--- src/rtl/axi4_mem_arbiter_if.sv ---
// Single-beat AXI4-style memory bus between the arbiter (master) and the shared
// 32x16 memory slave: separate AW/W/B write channels and AR/R read channels.
interface axi4_mem_arbiter_if #(
   parameter int ADDR_W = 5,
   parameter int DATA_W = 16
);
   logic [ADDR_W-1:0] M_A_W_ADDR;
   logic              M_A_W_VALID;
   logic              M_A_W_READY;
   logic [DATA_W-1:0] M_W_DATA;
   logic              M_W_VALID;
   logic              M_W_READY;
   logic              M_B_VALID;
   logic [1:0]        M_B_RESP;
   logic              M_B_READY;
   logic [ADDR_W-1:0] M_A_R_ADDR;
   logic              M_A_R_VALID;
   logic              M_A_R_READY;
   logic [DATA_W-1:0] M_R_DATA;
   logic              M_R_VALID;
   logic              M_R_READY;

   modport master (
      output M_A_W_ADDR, M_A_W_VALID, input M_A_W_READY,
      output M_W_DATA, M_W_VALID, input M_W_READY,
      input M_B_VALID, M_B_RESP, output M_B_READY,
      output M_A_R_ADDR, M_A_R_VALID, input M_A_R_READY,
      input M_R_DATA, M_R_VALID, output M_R_READY
   );

   modport slave (
      input M_A_W_ADDR, M_A_W_VALID, output M_A_W_READY,
      input M_W_DATA, M_W_VALID, output M_W_READY,
      output M_B_VALID, M_B_RESP, input M_B_READY,
      input M_A_R_ADDR, M_A_R_VALID, output M_A_R_READY,
      output M_R_DATA, M_R_VALID, input M_R_READY
   );
endinterface

--- src/rtl/axi4_mem_arbiter.sv ---
// Round-robin arbiter for two REQ/GNT/DONE requesters in front of one AXI4-style
// memory slave; one single-beat transaction is outstanding at a time.
module axi4_mem_arbiter #(
   parameter int ADDR_W = 5,
   parameter int DATA_W = 16
) (
   input  logic              CLK,
   input  logic              RESET,
   input  logic              REQ0_i,
   input  logic              WE0_i,
   input  logic [ADDR_W-1:0] ADDR0_i,
   input  logic [DATA_W-1:0] WDATA0_i,
   output logic              GNT0_o,
   output logic              DONE0_o,
   output logic [DATA_W-1:0] RDATA0_o,
   output logic [1:0]        RESP0_o,
   input  logic              REQ1_i,
   input  logic              WE1_i,
   input  logic [ADDR_W-1:0] ADDR1_i,
   input  logic [DATA_W-1:0] WDATA1_i,
   output logic              GNT1_o,
   output logic              DONE1_o,
   output logic [DATA_W-1:0] RDATA1_o,
   output logic [1:0]        RESP1_o,
   axi4_mem_arbiter_if.master m_if
);

   localparam logic [2:0] S_IDLE         = 3'd0;
   localparam logic [2:0] S_WR_ADDR_DATA = 3'd1;
   localparam logic [2:0] S_WR_RESP      = 3'd2;
   localparam logic [2:0] S_RD_ADDR      = 3'd3;
   localparam logic [2:0] S_RD_DATA      = 3'd4;

   logic [2:0]        state_q, state_d;
   logic              last_q, last_d;
   logic              sel_q, sel_d;
   logic              aw_valid_q, aw_valid_d;
   logic              w_valid_q, w_valid_d;
   logic              b_ready_q, b_ready_d;
   logic              ar_valid_q, ar_valid_d;
   logic              r_ready_q, r_ready_d;
   logic [ADDR_W-1:0] aw_addr_q, aw_addr_d;
   logic [ADDR_W-1:0] ar_addr_q, ar_addr_d;
   logic [DATA_W-1:0] w_data_q, w_data_d;
   logic [1:0]        gnt_q, gnt_d;
   logic [1:0]        done_q, done_d;
   logic [DATA_W-1:0] rdata0_q, rdata0_d, rdata1_q, rdata1_d;
   logic [1:0]        resp0_q, resp0_d, resp1_q, resp1_d;

   logic              pick;
   logic              pick_we;
   logic [ADDR_W-1:0] pick_addr;
   logic [DATA_W-1:0] pick_wdata;

   // On a tie the requester that was not granted last wins.
   assign pick       = (REQ0_i && REQ1_i) ? ~last_q : REQ1_i;
   assign pick_we    = pick ? WE1_i : WE0_i;
   assign pick_addr  = pick ? ADDR1_i : ADDR0_i;
   assign pick_wdata = pick ? WDATA1_i : WDATA0_i;

   always_comb begin
      // NOTE: every next-state signal starts from its current value so no path infers a latch.
      state_d    = state_q;
      last_d     = last_q;
      sel_d      = sel_q;
      aw_valid_d = aw_valid_q;
      w_valid_d  = w_valid_q;
      b_ready_d  = b_ready_q;
      ar_valid_d = ar_valid_q;
      r_ready_d  = r_ready_q;
      aw_addr_d  = aw_addr_q;
      ar_addr_d  = ar_addr_q;
      w_data_d   = w_data_q;
      gnt_d      = 2'b00;
      done_d     = 2'b00;
      rdata0_d   = rdata0_q;
      rdata1_d   = rdata1_q;
      resp0_d    = resp0_q;
      resp1_d    = resp1_q;

      case (state_q)
         S_IDLE: begin
            if (REQ0_i || REQ1_i) begin
               sel_d  = pick;
               last_d = pick;
               gnt_d  = pick ? 2'b10 : 2'b01;
               if (pick_we) begin
                  aw_addr_d  = pick_addr;
                  w_data_d   = pick_wdata;
                  aw_valid_d = 1'b1;
                  w_valid_d  = 1'b1;
                  state_d    = S_WR_ADDR_DATA;
               end else begin
                  ar_addr_d  = pick_addr;
                  ar_valid_d = 1'b1;
                  state_d    = S_RD_ADDR;
               end
            end
         end

         S_WR_ADDR_DATA: begin
            if (aw_valid_q && m_if.M_A_W_READY) aw_valid_d = 1'b0;
            if (w_valid_q && m_if.M_W_READY)    w_valid_d  = 1'b0;
            // A channel whose VALID is already low finished its handshake earlier.
            if ((!aw_valid_q || m_if.M_A_W_READY) && (!w_valid_q || m_if.M_W_READY))
               state_d = S_WR_RESP;
         end

         S_WR_RESP: begin
            if (m_if.M_B_VALID) begin
               if (b_ready_q) begin
                  b_ready_d = 1'b0;
                  done_d    = sel_q ? 2'b10 : 2'b01;
                  if (sel_q) resp1_d = m_if.M_B_RESP;
                  else       resp0_d = m_if.M_B_RESP;
                  state_d   = S_IDLE;
               end else begin
                  b_ready_d = 1'b1;
               end
            end
         end

         S_RD_ADDR: begin
            if (m_if.M_A_R_READY) begin
               ar_valid_d = 1'b0;
               state_d    = S_RD_DATA;
            end
         end

         S_RD_DATA: begin
            if (m_if.M_R_VALID) begin
               if (r_ready_q) begin
                  r_ready_d = 1'b0;
                  done_d    = sel_q ? 2'b10 : 2'b01;
                  if (sel_q) begin
                     rdata1_d = m_if.M_R_DATA;
                     resp1_d  = 2'b00;
                  end else begin
                     rdata0_d = m_if.M_R_DATA;
                     resp0_d  = 2'b00;
                  end
                  state_d   = S_IDLE;
               end else begin
                  r_ready_d = 1'b1;
               end
            end
         end

         default: state_d = S_IDLE;
      endcase
   end

   // NOTE: sequential state uses non-blocking assignments so every register samples pre-edge values.
   always_ff @(posedge CLK or posedge RESET) begin
      if (RESET) begin
         state_q    <= S_IDLE;
         last_q     <= 1'b1;
         sel_q      <= 1'b0;
         aw_valid_q <= 1'b0;
         w_valid_q  <= 1'b0;
         b_ready_q  <= 1'b0;
         ar_valid_q <= 1'b0;
         r_ready_q  <= 1'b0;
         aw_addr_q  <= '0;
         ar_addr_q  <= '0;
         w_data_q   <= '0;
         gnt_q      <= 2'b00;
         done_q     <= 2'b00;
         rdata0_q   <= '0;
         rdata1_q   <= '0;
         resp0_q    <= 2'b00;
         resp1_q    <= 2'b00;
      end else begin
         state_q    <= state_d;
         last_q     <= last_d;
         sel_q      <= sel_d;
         aw_valid_q <= aw_valid_d;
         w_valid_q  <= w_valid_d;
         b_ready_q  <= b_ready_d;
         ar_valid_q <= ar_valid_d;
         r_ready_q  <= r_ready_d;
         aw_addr_q  <= aw_addr_d;
         ar_addr_q  <= ar_addr_d;
         w_data_q   <= w_data_d;
         gnt_q      <= gnt_d;
         done_q     <= done_d;
         rdata0_q   <= rdata0_d;
         rdata1_q   <= rdata1_d;
         resp0_q    <= resp0_d;
         resp1_q    <= resp1_d;
      end
   end

   assign GNT0_o   = gnt_q[0];
   assign GNT1_o   = gnt_q[1];
   assign DONE0_o  = done_q[0];
   assign DONE1_o  = done_q[1];
   assign RDATA0_o = rdata0_q;
   assign RDATA1_o = rdata1_q;
   assign RESP0_o  = resp0_q;
   assign RESP1_o  = resp1_q;

   assign m_if.M_A_W_ADDR  = aw_addr_q;
   assign m_if.M_A_W_VALID = aw_valid_q;
   assign m_if.M_W_DATA    = w_data_q;
   assign m_if.M_W_VALID   = w_valid_q;
   assign m_if.M_B_READY   = b_ready_q;
   assign m_if.M_A_R_ADDR  = ar_addr_q;
   assign m_if.M_A_R_VALID = ar_valid_q;
   assign m_if.M_R_READY   = r_ready_q;

endmodule

--- src/flat_wrapper.sv ---
// flat-port wrapper written by rule: the top's interface ports become plain ports
module axi4_mem_arbiter_flat 
#(
   parameter int ADDR_W = 5,
   parameter int DATA_W = 16
)
  (CLK, RESET, REQ0_i, WE0_i, ADDR0_i, WDATA0_i, GNT0_o, DONE0_o, RDATA0_o, RESP0_o, REQ1_i, WE1_i, ADDR1_i, WDATA1_i, GNT1_o, DONE1_o, RDATA1_o, RESP1_o, m_if_M_A_W_ADDR, m_if_M_A_W_VALID, m_if_M_A_W_READY, m_if_M_W_DATA, m_if_M_W_VALID, m_if_M_W_READY, m_if_M_B_VALID, m_if_M_B_RESP, m_if_M_B_READY, m_if_M_A_R_ADDR, m_if_M_A_R_VALID, m_if_M_A_R_READY, m_if_M_R_DATA, m_if_M_R_VALID, m_if_M_R_READY);
  axi4_mem_arbiter_if #(.ADDR_W(ADDR_W), .DATA_W(DATA_W)) m_if_i ();
  input  logic CLK;
  input  logic RESET;
  input  logic REQ0_i;
  input  logic WE0_i;
  input  logic [ADDR_W-1:0] ADDR0_i;
  input  logic [DATA_W-1:0] WDATA0_i;
  output logic GNT0_o;
  output logic DONE0_o;
  output logic [DATA_W-1:0] RDATA0_o;
  output logic [1:0] RESP0_o;
  input  logic REQ1_i;
  input  logic WE1_i;
  input  logic [ADDR_W-1:0] ADDR1_i;
  input  logic [DATA_W-1:0] WDATA1_i;
  output logic GNT1_o;
  output logic DONE1_o;
  output logic [DATA_W-1:0] RDATA1_o;
  output logic [1:0] RESP1_o;
  output wire logic [$bits(m_if_i.M_A_W_ADDR)-1:0] m_if_M_A_W_ADDR;
  output wire logic [$bits(m_if_i.M_A_W_VALID)-1:0] m_if_M_A_W_VALID;
  input wire logic [$bits(m_if_i.M_A_W_READY)-1:0] m_if_M_A_W_READY;
  output wire logic [$bits(m_if_i.M_W_DATA)-1:0] m_if_M_W_DATA;
  output wire logic [$bits(m_if_i.M_W_VALID)-1:0] m_if_M_W_VALID;
  input wire logic [$bits(m_if_i.M_W_READY)-1:0] m_if_M_W_READY;
  input wire logic [$bits(m_if_i.M_B_VALID)-1:0] m_if_M_B_VALID;
  input wire logic [$bits(m_if_i.M_B_RESP)-1:0] m_if_M_B_RESP;
  output wire logic [$bits(m_if_i.M_B_READY)-1:0] m_if_M_B_READY;
  output wire logic [$bits(m_if_i.M_A_R_ADDR)-1:0] m_if_M_A_R_ADDR;
  output wire logic [$bits(m_if_i.M_A_R_VALID)-1:0] m_if_M_A_R_VALID;
  input wire logic [$bits(m_if_i.M_A_R_READY)-1:0] m_if_M_A_R_READY;
  input wire logic [$bits(m_if_i.M_R_DATA)-1:0] m_if_M_R_DATA;
  input wire logic [$bits(m_if_i.M_R_VALID)-1:0] m_if_M_R_VALID;
  output wire logic [$bits(m_if_i.M_R_READY)-1:0] m_if_M_R_READY;
  assign m_if_M_A_W_ADDR = m_if_i.M_A_W_ADDR;
  assign m_if_M_A_W_VALID = m_if_i.M_A_W_VALID;
  assign m_if_i.M_A_W_READY = m_if_M_A_W_READY;
  assign m_if_M_W_DATA = m_if_i.M_W_DATA;
  assign m_if_M_W_VALID = m_if_i.M_W_VALID;
  assign m_if_i.M_W_READY = m_if_M_W_READY;
  assign m_if_i.M_B_VALID = m_if_M_B_VALID;
  assign m_if_i.M_B_RESP = m_if_M_B_RESP;
  assign m_if_M_B_READY = m_if_i.M_B_READY;
  assign m_if_M_A_R_ADDR = m_if_i.M_A_R_ADDR;
  assign m_if_M_A_R_VALID = m_if_i.M_A_R_VALID;
  assign m_if_i.M_A_R_READY = m_if_M_A_R_READY;
  assign m_if_i.M_R_DATA = m_if_M_R_DATA;
  assign m_if_i.M_R_VALID = m_if_M_R_VALID;
  assign m_if_M_R_READY = m_if_i.M_R_READY;
  axi4_mem_arbiter #(.ADDR_W(ADDR_W), .DATA_W(DATA_W)) u_core (.CLK(CLK), .RESET(RESET), .REQ0_i(REQ0_i), .WE0_i(WE0_i), .ADDR0_i(ADDR0_i), .WDATA0_i(WDATA0_i), .GNT0_o(GNT0_o), .DONE0_o(DONE0_o), .RDATA0_o(RDATA0_o), .RESP0_o(RESP0_o), .REQ1_i(REQ1_i), .WE1_i(WE1_i), .ADDR1_i(ADDR1_i), .WDATA1_i(WDATA1_i), .GNT1_o(GNT1_o), .DONE1_o(DONE1_o), .RDATA1_o(RDATA1_o), .RESP1_o(RESP1_o), .m_if(m_if_i));
endmodule
--- config.mk ---
export PLATFORM = sky130hd
export DESIGN_NAME = axi4_mem_arbiter_flat
export DESIGN_NICKNAME = d
export VERILOG_FILES = /design/src/rtl/axi4_mem_arbiter_if.sv /design/src/rtl/axi4_mem_arbiter.sv /design/src/flat_wrapper.sv
export SDC_FILE = /design/constraint.sdc
export NUM_CORES = 1
export LEC_CHECK = 0
export ABC_CLOCK_PERIOD_IN_PS = 3000
export CAP_MARGIN = 25
export CELL_PAD_IN_SITES_DETAIL_PLACEMENT = 1
export CELL_PAD_IN_SITES_GLOBAL_PLACEMENT = 1
export CORE_MARGIN = 8
export CORE_UTILIZATION = 33
export DETAILED_ROUTE_END_ITERATION = 16
export PLACE_DENSITY_LB_ADDON = 0.3
export SYNTH_ARGS = -nofsm -noshare
export SYNTH_HDL_FRONTEND = slang
export SYNTH_SLANG_ARGS = --single-unit
--- constraint.sdc ---
create_clock -name CLK -period 3 [get_ports CLK]
set_input_delay 0.6 -clock CLK [delete_from_list [all_inputs] [get_ports CLK]]
set_output_delay 0.6 -clock CLK [all_outputs]
set_load 0.1 [all_outputs]
======== After elaboration in Yosys (flattened, before gate mapping) ========
Cells that the tools add are included.
operators by class
  eq/ne operators ......................... 19
  bitwise operators ....................... 3
  reductions and logical operators ........ 26
  multiplexer cells ....................... 48
operators by type and width
  operator            count
  $mux 2              21
  $mux 3              7
  $reduce_and 7->1    3
  $reduce_and 4->1    5
  $ne 2x1->1 const B  9
  $mux 16             1
  $pmux 3 s5          1
  $ne 2x2->1 const B  6
  $pmux 2 s2          3
  $mux 1              11
  $eq 3x2->1 const B  2
  $pmux 1 s2          3
  $reduce_and 2->1    3
  $reduce_and 3->1    2
  $reduce_bool 2->1   3
  $mux 5              1
  $logic_and 1x1->1   4
  $eq 3x1->1 const B  1
  $eq 3x3->1 const B  1
  $logic_not 3->1     1
  $logic_or 1x1->1    3
  $not 1->1           3
  $logic_not 1->1     2
word-level totals
  word-level logic and storage cells ...... 113
  output and inout bits ................... 71
  bits in registers ....................... 76
  bits of input ports ..................... 71

======== Logic depth before layout (Yosys ltp) ========
Gate-level depths: netlist (run 1).
  word-level depth ........................ 6
  depth in mapped cells ................... 6
  depth with buffers taken out ............ 4

======== Worst setup path after synthesis (run 1) ========
Ideal clock, no wire load.
  path type ............................... register -> register
  from .................................... register u_core.r_ready_q (netlist: u_core.m_if.M_R_READY)
  to ...................................... register u_core.rdata0_q[15] (netlist: u_core.RDATA0_o[15])
  clock period less this slack ............ 2.084 ns
  arrival ................................. 1.958 ns
  slack ................................... 0.916 ns
  library setup time ...................... 0.125 ns
  cell stages (with the launch flop) ...... 5
  cells stage by stage .................... dfrtp_1 nand3_1 nor2_4 buf_6 mux2_2
between the ends
  longest elaborated chain between the ends .. 1
ends and longest elaborated chain
  what                        RTL line                 RTL
  start, declared             axi4_mem_arbiter.sv:41   logic r_ready_q, r_ready_d;
  start signal, assigned      axi4_mem_arbiter.sv:181  r_ready_q <= r_ready_d;
  $reduce_and 4->1 (no line)  -
  end signal, assigned        axi4_mem_arbiter.sv:187  rdata0_q <= rdata0_d;
  end, declared               axi4_mem_arbiter.sv:47   logic [DATA_W-1:0] rdata0_q, rdata0_d, rdata1_q, rdata1_d;
No other way between the ends.
A chain may end at the register's enable or synchronous reset.

======== Worst setup path in the final report (run 1) ========
  from .................................... input REQ1_i
  to ...................................... register u_core.w_data_q[1] (netlist: u_core.m_if.M_W_DATA[1])
between the ends
  longest elaborated chain between the ends .. 4
ends and longest elaborated chain
  what                        RTL line                 RTL
  start, declared             flat_wrapper.sv:19       input logic REQ1_i;
  $logic_and 1x1->1           axi4_mem_arbiter.sv:56   assign pick = (REQ0_i && REQ1_i) ? ~last_q : REQ1_i;
  $mux 1                      axi4_mem_arbiter.sv:56
  $mux 1                      axi4_mem_arbiter.sv:57   assign pick_we = pick ? WE1_i : WE0_i;
  $reduce_and 3->1 (no line)  -
  end signal, assigned        axi4_mem_arbiter.sv:184  w_data_q <= w_data_d;
  end, declared               axi4_mem_arbiter.sv:44   logic [DATA_W-1:0] w_data_q, w_data_d;
Parallel ways exist; a longest one is shown, timed or not.

==> impl_metrics.tcl, run 1 <==
set metrics [dict create \
    antenna_left 0 \
    max_freq_mhz 457 \
    hold_viol 0 \
    clock_sinks 76 \
    antenna_found_initial 0 \
    synth-edff-count 0 \
    die_y_microns 116 \
    whs_endpoint "u_core.RDATA0_o[0]" \
    drv_cap 0 \
    gr-max-usage-layer "met2" \
    r2r_setup_slack_ns 0.95 \
    worstMarginPinSlew_ns 0.679 \
    grt_setup_unrepaired "false" \
    use_met2_pct 22.2 \
    overflow 0 \
    finalCritPeriodShare_pct 73.0 \
    yosysSeqAreaShare_pct 57.5 \
    cp_slowest_stage_delay_ns 0.54 \
    path_cells "clkdlybuf4s50_1, a21boi_4, mux2i_2, nor2_4, mux2_2" \
    grt_pass1_vias 2777 \
    root_buffer "clkbuf_8" \
    worstSetupPathType "input pin to flip-flop" \
    setup_viol 0 \
    async_reset_ff_share_pct 100 \
    fillCellCount 1046 \
    cts_hold_buf 0 \
    wire_per_inst_microns 17.9 \
    ys.warnings.count 0 \
    period_needed_ns 2.19 \
    core_sq_mm 0.00977 \
    crit_family "simple AND/OR/NAND/NOR gates" \
    gp_congestion 0.745 \
    ios 142 \
    nets 439 \
    slowest_stage "nor2_4" \
    slew_viol_final 0 \
    timing.rr.start "u_core.state_q[1]" \
    synth-seq-cells 76 \
    grt_max_degree 45 \
    vias 2345 \
    htreeDepth 3 \
    worstPathRequired_ns 3.22 \
    fin_ws_ns 0.810 \
    rr_worst_depth 4 \
    path_max_fanout 23 \
    cts_resized 0 \
    place_hpwl_microns 7100 \
    clk_latency_ns 0.34 \
    pre_cts_ws_ns 0.412 \
    holdPathStages 1 \
    drt_pre_antenna_iters 3 \
    synthDistinctLibCells 36 \
    ys.flop_type "dfrtp_1" \
    post-cts-setup-buffer-count 0 \
    fp.dieArea_sq_mm 0.0135 \
    status "finished clean" \
    drtIter0Drc 29 \
    avgSynthCellArea_sq_um 14.9 \
    clk_pin_slew_worst_paths_ns 0.07 \
    syn-num-nets 293 \
    cts_buffers 9 \
    fin_skew_ns 0.00803 \
    start_util_pct 33.8 \
    chipWidth_microns 116 \
    grt_usage_pct 13.8 \
    antenna-diode-count 0 \
    areaGrowthSynthToFinish_pct 47.9 \
    wl_microns 9020 \
    r2r_end "u_core.m_if.M_W_DATA[1]" \
    min_from "u_core.RDATA0_o[0]" \
    gr-usage-met1_pct 15.5 \
    vias_per_cell 4.64 \
    drc_errors 0 \
    synth_cells 222 \
    crit_start "REQ1_i" \
    portBuffers 141 \
    cts_tree "done" \
    startpoint_type "input pin" \
    grtUsageMet3_pct 6.67 \
    slew_headroom_pct 54.6 \
    crit_arrival_ns 2.41 \
    layout-drive-gt1-share_pct 49.2 \
    cp_num_buf_inv 1 \
    min_path_type "flip-flop to flip-flop" \
    endpoint_kind "flip-flop" \
    grt_pass1_wl_microns 14400 \
    final.setup.tns_ns 0 \
    syn-cell-area_sq_mm 0.00331 \
    rows 36 \
    clockBufferDepth 2 \
]
==> worst max path at each step <==
stage,slack [ns],depth (start not counted),end
finish,0.81,5,u_core.m_if.M_W_DATA[1]
detailed placement,0.41,5,u_core.m_if.M_W_DATA[2]
global route,0.74,5,u_core.m_if.M_W_DATA[1]
CTS,0.80,5,u_core.m_if.M_W_DATA[1]
floorplan,0.46,1,u_core.RDATA0_o[0]
global placement,0.47,5,u_core.m_if.M_W_DATA[3]
==> synthesized netlist by cell type, types with 2 or more instances <==
cell      instances  area [sq um]
nor2_4            2          22.5
buf_2             4          20.0
and2b_1           3          22.5
a211oi_1          2          15.0
nand2_1           6          22.5
nor2_1            3          11.3
nand2b_1          4          25.0
inv_1             3          11.3
o21ai_0           2          10.0
and2_1            3          18.8
buf_6             5          56.3
nand4b_1          2          17.5
dfrtp_1          75          1880
nand3_1           2          10.0
mux2_2           82           923
a21o_1            4          30.0
==> sequential cells by signal, indices dropped and copies added, names as in the netlist, 3 cells and up <==
signal,flops
u_core.RDATA0_o,16
u_core.RDATA1_o,16
u_core.m_if.M_A_R_ADDR,5
u_core.m_if.M_A_W_ADDR,5
u_core.m_if.M_W_DATA,16
u_core.state_q,3
==> area by class of cell <==
cell class | instances | area, sq um | share of cell area (%)
sequential | 76 | 1900 | 38.9
multi-input combinational | 133 | 1310 | 26.8
timing repair buffer | 145 | 1280 | 26.1
tap | 133 | 166 | 3.40
clock buffer | 11 | 151 | 3.10
clock inverter | 4 | 72.6 | 1.48
inverter | 3 | 11.3 | 0.230
==> metrics by stage <==
stage / instance area [sq um] / utilization [%] / cells / hold WS (ns)
floorplan: 3310 / - / 222 / 0.515
global placement: 4670 / 47.7 / 490 / 0.474
detailed placement: 4670 / 47.7 / 490 / 0.478
CTS: 4890 / 50.0 / 505 / 0.496
global route: 4890 / 50.0 / 505 / 0.512
finish: 4890 / 50.0 / 505 / 0.491
==> layout by cell type, fill, tap and decap left out, types with 3 or more instances in the layout <==
cell type and instances:
mux2_2 82, dfrtp_1 75, buf_4 74, clkdlybuf4s50_1 70, clkbuf_8 11, nand2_1 6
nand2b_1 4, a21o_1 4, and2b_1 3, and2_1 3, nor2_1 3
==> metal layers <==
| layer | vias to the layer above | part of all wire (%) |
|---|---|---|
| li1 | 1078 | - |
| met3 | 9 | 10 |
| met4 | 0 | 1.3 |
| met1 | 1164 | 40 |
| met2 | 94 | 48 |
| met5 | - | 0 |
==> cell families after synthesis <==
| family | after synthesis | share of synthesized area, % |
|---|---|---|
| XOR/XNOR | 2 | 0.530 |
| flip-flops | 76 | 57.5 |
| multiplexers | 85 | 29.0 |
| buffers and inverters | 13 | 2.88 |
| AO/OA/AOI/OAI | 17 | 4.12 |
| AND/OR/NAND/NOR | 29 | 5.94 |
Power of run 1 is left out: the tool's default activity adds up to more than one toggle a clock period on the data nets, which glitch-free logic cannot reach.
==> run 2, diff against run 1 <==
- ABC_CLOCK_PERIOD_IN_PS: 3000 -> 2200
- clock period: 3 -> 2.2 ns (I/O delays scaled with it)
==> impl_metrics.tcl, run 2 (same netlist as run 1, synthesis figures left out) <==
set metrics [dict create \
    worstMarginPinSlew_ns 0.672 \
    antenna_found_initial 0 \
    ios 142 \
    antenna-diode-count 0 \
    drv_cap 0 \
    cts_tree "done" \
    grt_pass1_vias 2760 \
    nets 446 \
    worstSetupPathType "flip-flop to flip-flop" \
    post-cts-setup-buffer-count 0 \
    hold_viol 0 \
    cts_hold_buf 0 \
    root_buffer "clkbuf_8" \
    core_sq_mm 0.00977 \
    max_freq_mhz 502 \
    layout-drive-gt1-share_pct 49.7 \
    finalCritPeriodShare_pct 90.5 \
    grt_usage_pct 13.7 \
    grt_pass1_wl_microns 14400 \
    fp.dieArea_sq_mm 0.0135 \
    wire_per_inst_microns 17.6 \
    startpoint_type "flip-flop" \
    final_cell_mix "mux2_2, buf_4, dfrtp_1" \
    slew_headroom_pct 55.1 \
    final_util_pct 50.7 \
    chipWidth_microns 116 \
    clk_latency_ns 0.33 \
    drc_errors 0 \
    cts_buffers 9 \
    period_needed_ns 1.99 \
    wl_microns 9040 \
    mostFrequentLayoutCell "mux2_2" \
    vias_per_cell 4.57 \
    crit_arrival_ns 2.20 \
    rows 36 \
    place_hpwl_microns 6960 \
    areaGrowthSynthToFinish_pct 49.8 \
    clk_pin_slew_worst_paths_ns 0.09 \
    htreeDepth 3 \
    setup_viol 0 \
    worstPathRequired_ns 2.41 \
    gp_congestion 0.742 \
    overflow 0 \
    path_max_fanout 23 \
    slew_viol_final 0 \
    grt_setup_unrepaired "false" \
    start_util_pct 33.8 \
    status "finished clean" \
    placed_area_sq_mm 0.00473 \
    cts_resized 0 \
    clock_sinks 76 \
    fin_skew_ns 0.0192 \
    min_path_type "input pin to async pin" \
    die_y_microns 116 \
    vias 2343 \
    grt_max_degree 70 \
    portBuffers 141 \
    endpoint_kind "flip-flop" \
    drtIter0Drc 64 \
    fin_area_sq_mm 0.00495 \
    antenna_left 0 \
    drt_pre_antenna_iters 4 \
    clockBufferDepth 2 \
    final.setup.tns_ns 0 \
]
[run 2: worst max-delay path, cell delays in order (launching register included)]
cell     delay (ns)
dfrtp_1        0.49
nor3_2         0.29
o21ai_2        0.12
nor2_4         0.55
mux2_2         0.42
[run 2: routing by layer]
metal / GRT usage (%) / share of wire [%] / up-vias
li1: - / - / 1093
met1: 15.2 / 40 / 1154
met2: 22.4 / 48 / 89
met3: 7.03 / 11 / 7
met4: 4.15 / 1.2 / 0
met5: 0 / 0 / -
[run 2: area by class of cell]
class	instances	area (sq um)
fill	1033	4820
sequential	76	1900
timing repair buffer	152	1340
multi-input combinational	133	1310
tap	133	166
clock buffer	12	145
clock inverter	4	72.6
inverter	3	15.0
[run 2: per-stage QoR]
stage | std cells | hold slack [ns] | worst slack, ns
global placement | 497 | 0.471 | -0.113
global route | 513 | 0.375 | 0.0554
floorplan | 222 | 0.515 | 0.116
CTS | 513 | 0.371 | 0.177
finish | 513 | 0.384 | 0.209
detailed placement | 497 | 0.476 | -0.154
[run 2: final timing paths]
| check | startpoint | endpoint | slack (ns) | cells after the start |
|---|---|---|---|---|
| min in group CLK | u_core.RDATA0_o[0] | u_core.RDATA0_o[0] | 0.49 | 1 |
| hold / removal | RESET | u_core.m_if.M_W_DATA[1] | 0.38 | 2 |
| hold reg to reg | u_core.RDATA0_o[0] | u_core.RDATA0_o[0] | 0.49 | 1 |
| max in group asynchronous | RESET | u_core.last_q | 1.17 | 3 |
| setup reg to reg | u_core.state_q[2] | u_core.m_if.M_W_DATA[6] | 0.21 | 4 |
| setup / recovery | u_core.state_q[2] | u_core.m_if.M_W_DATA[6] | 0.21 | 4 |
Power of run 2 is left out for the same reason.
==> run 3, diff against run 2 <==
- CORE_MARGIN: 8 -> default
==> impl_metrics.tcl, run 3 (same netlist as run 1, synthesis figures left out) <==
set metrics [dict create \
    wl_microns 7940 \
    clk_pin_slew_worst_paths_ns 0.08 \
    rr_worst_depth 4 \
    grt_pass1_wl_microns 12600 \
    antenna-diode-count 0 \
    vias_per_cell 4.61 \
    min_from "u_core.m_if.M_A_R_VALID" \
    grt_setup_unrepaired "false" \
    holdPathStages 2 \
    antenna_left 0 \
    drt_pre_antenna_iters 4 \
    period_needed_ns 1.98 \
    cts_resized 0 \
    layout-drive-gt1-share_pct 49.9 \
    nets 445 \
    root_buffer "clkbuf_8" \
    gp_congestion 0.760 \
    cts_hold_buf 0 \
    worstMarginPinSlew_ns 0.670 \
    htreeDepth 3 \
    final_cell_mix "mux2_2, buf_4, dfrtp_1" \
    endpoint_kind "flip-flop" \
    slowest_stage "nor2_4" \
    slew_headroom_pct 55.2 \
    fin_skew_ns 0.0107 \
    chipWidth_microns 102 \
    min_path_type "flip-flop to flip-flop" \
    core_sq_mm 0.00973 \
    whs_endpoint "u_core.m_if.M_A_R_VALID" \
    startpoint_type "flip-flop" \
    areaGrowthSynthToFinish_pct 49.4 \
    grt_pass1_vias 2491 \
    crit_family "simple AND/OR/NAND/NOR gates" \
    drtIter0Drc 28 \
    r2r_end "u_core.m_if.M_W_DATA[1]" \
    grt_max_degree 77 \
    dp.cells 496 \
    slew_viol_final 0 \
    worstPathRequired_ns 2.43 \
    die_y_microns 102 \
    mostFrequentLayoutCell "mux2_2" \
    placed_area_sq_mm 0.00471 \
    drc_errors 0 \
    ios 142 \
    rows 36 \
    cp_slowest_stage_delay_ns 0.55 \
    clock_sinks 76 \
    cp_num_buf_inv 0 \
    max_freq_mhz 506 \
    status "finished clean" \
    worstSetupPathType "flip-flop to flip-flop" \
    r2r_setup_slack_ns 0.22 \
    cts_buffers 9 \
    overflow 0 \
    start_util_pct 34.0 \
    grt_usage_pct 16.1 \
    fp.dieArea_sq_mm 0.0104 \
    post-cts-setup-buffer-count 0 \
    path_max_fanout 23 \
    crit_arrival_ns 2.20 \
    antenna_found_initial 0 \
    path_cells "nor3_2, o21ai_2, nor2_4, mux2_2" \
    finalCritPeriodShare_pct 89.9 \
    drv_cap 0 \
    fin_cells 512 \
    wire_per_inst_microns 15.5 \
    cts_tree "done" \
    clockBufferDepth 2 \
    hold_viol 0 \
    clk_latency_ns 0.34 \
    portBuffers 141 \
    timing.rr.start "u_core.state_q[2]" \
    fillCellCount 1027 \
    place_hpwl_microns 5910 \
    vias 2358 \
    fin_area_sq_mm 0.00494 \
    setup_viol 0 \
]
==> run 3: cell types whose count changed in the layout (fill, tap and decap cells not counted), sizes merged <==
cell and change:
clkbuf -1, inv +1, buf -1, clkinv -1, clkinvlp +1
==> run 3: worst register-to-register path, cell delays in order (launching register included) <==
cell and delay [ns]:
dfrtp_1 0.49, nor3_2 0.28, o21ai_2 0.12, nor2_4 0.55
mux2_2 0.42
==> run 3: how the worst max path moves through the flow <==
stage                          startpoint                  endpoint  slack [ns]  cells past startpoint
floorplan           u_core.m_if.M_R_READY       u_core.RDATA0_o[15]        0.12                      4
global placement                   REQ1_i   u_core.m_if.M_W_DATA[4]       -0.15                      5
detailed placement                 REQ1_i   u_core.m_if.M_W_DATA[1]       -0.17                      5
CTS                     u_core.state_q[2]   u_core.m_if.M_W_DATA[1]        0.17                      4
global route            u_core.state_q[0]  u_core.m_if.M_W_DATA[12]         0.1                      4
finish                  u_core.state_q[2]   u_core.m_if.M_W_DATA[1]        0.22                      4
==> run 3: metal layers <==
metal | wire length, microns | part of all wire, % | track usage (%) | vias to the layer above
met3 | 727 | 9.2 | 6.36 | 8
met4 | 96 | 1.2 | 6.26 | 0
met1 | 3260 | 41 | 19.0 | 1160
met2 | 3860 | 49 | 26.4 | 95
met5 | 0 | 0 | 0 | -
li1 | - | - | - | 1095
==> run 3: stage by stage <==
step | utilization (%) | TNS (ns) | setup slack (ns) | hold slack [ns]
finish | 50.8 | 0 | 0.223 | 0.510
global route | 50.8 | 0 | 0.0976 | 0.521
CTS | 50.8 | 0 | 0.171 | 0.513
detailed placement | 48.5 | -3.72 | -0.172 | 0.494
global placement | 48.5 | -3.26 | -0.148 | 0.472
floorplan | - | 0 | 0.116 | 0.515
==> run 3: cell type report <==
type | instances | area (sq um) | area share (%)
Clock inverter | 5 | 83.8 | 1.70
Sequential cell | 76 | 1900 | 38.5
Clock buffer | 11 | 141 | 2.86
Inverter | 3 | 15.0 | 0.304
Multi-Input combinational cell | 133 | 1310 | 26.5
Tap cell | 133 | 166 | 3.37
Timing Repair Buffer | 151 | 1320 | 26.7
Power of run 3 is left out for the same reason.
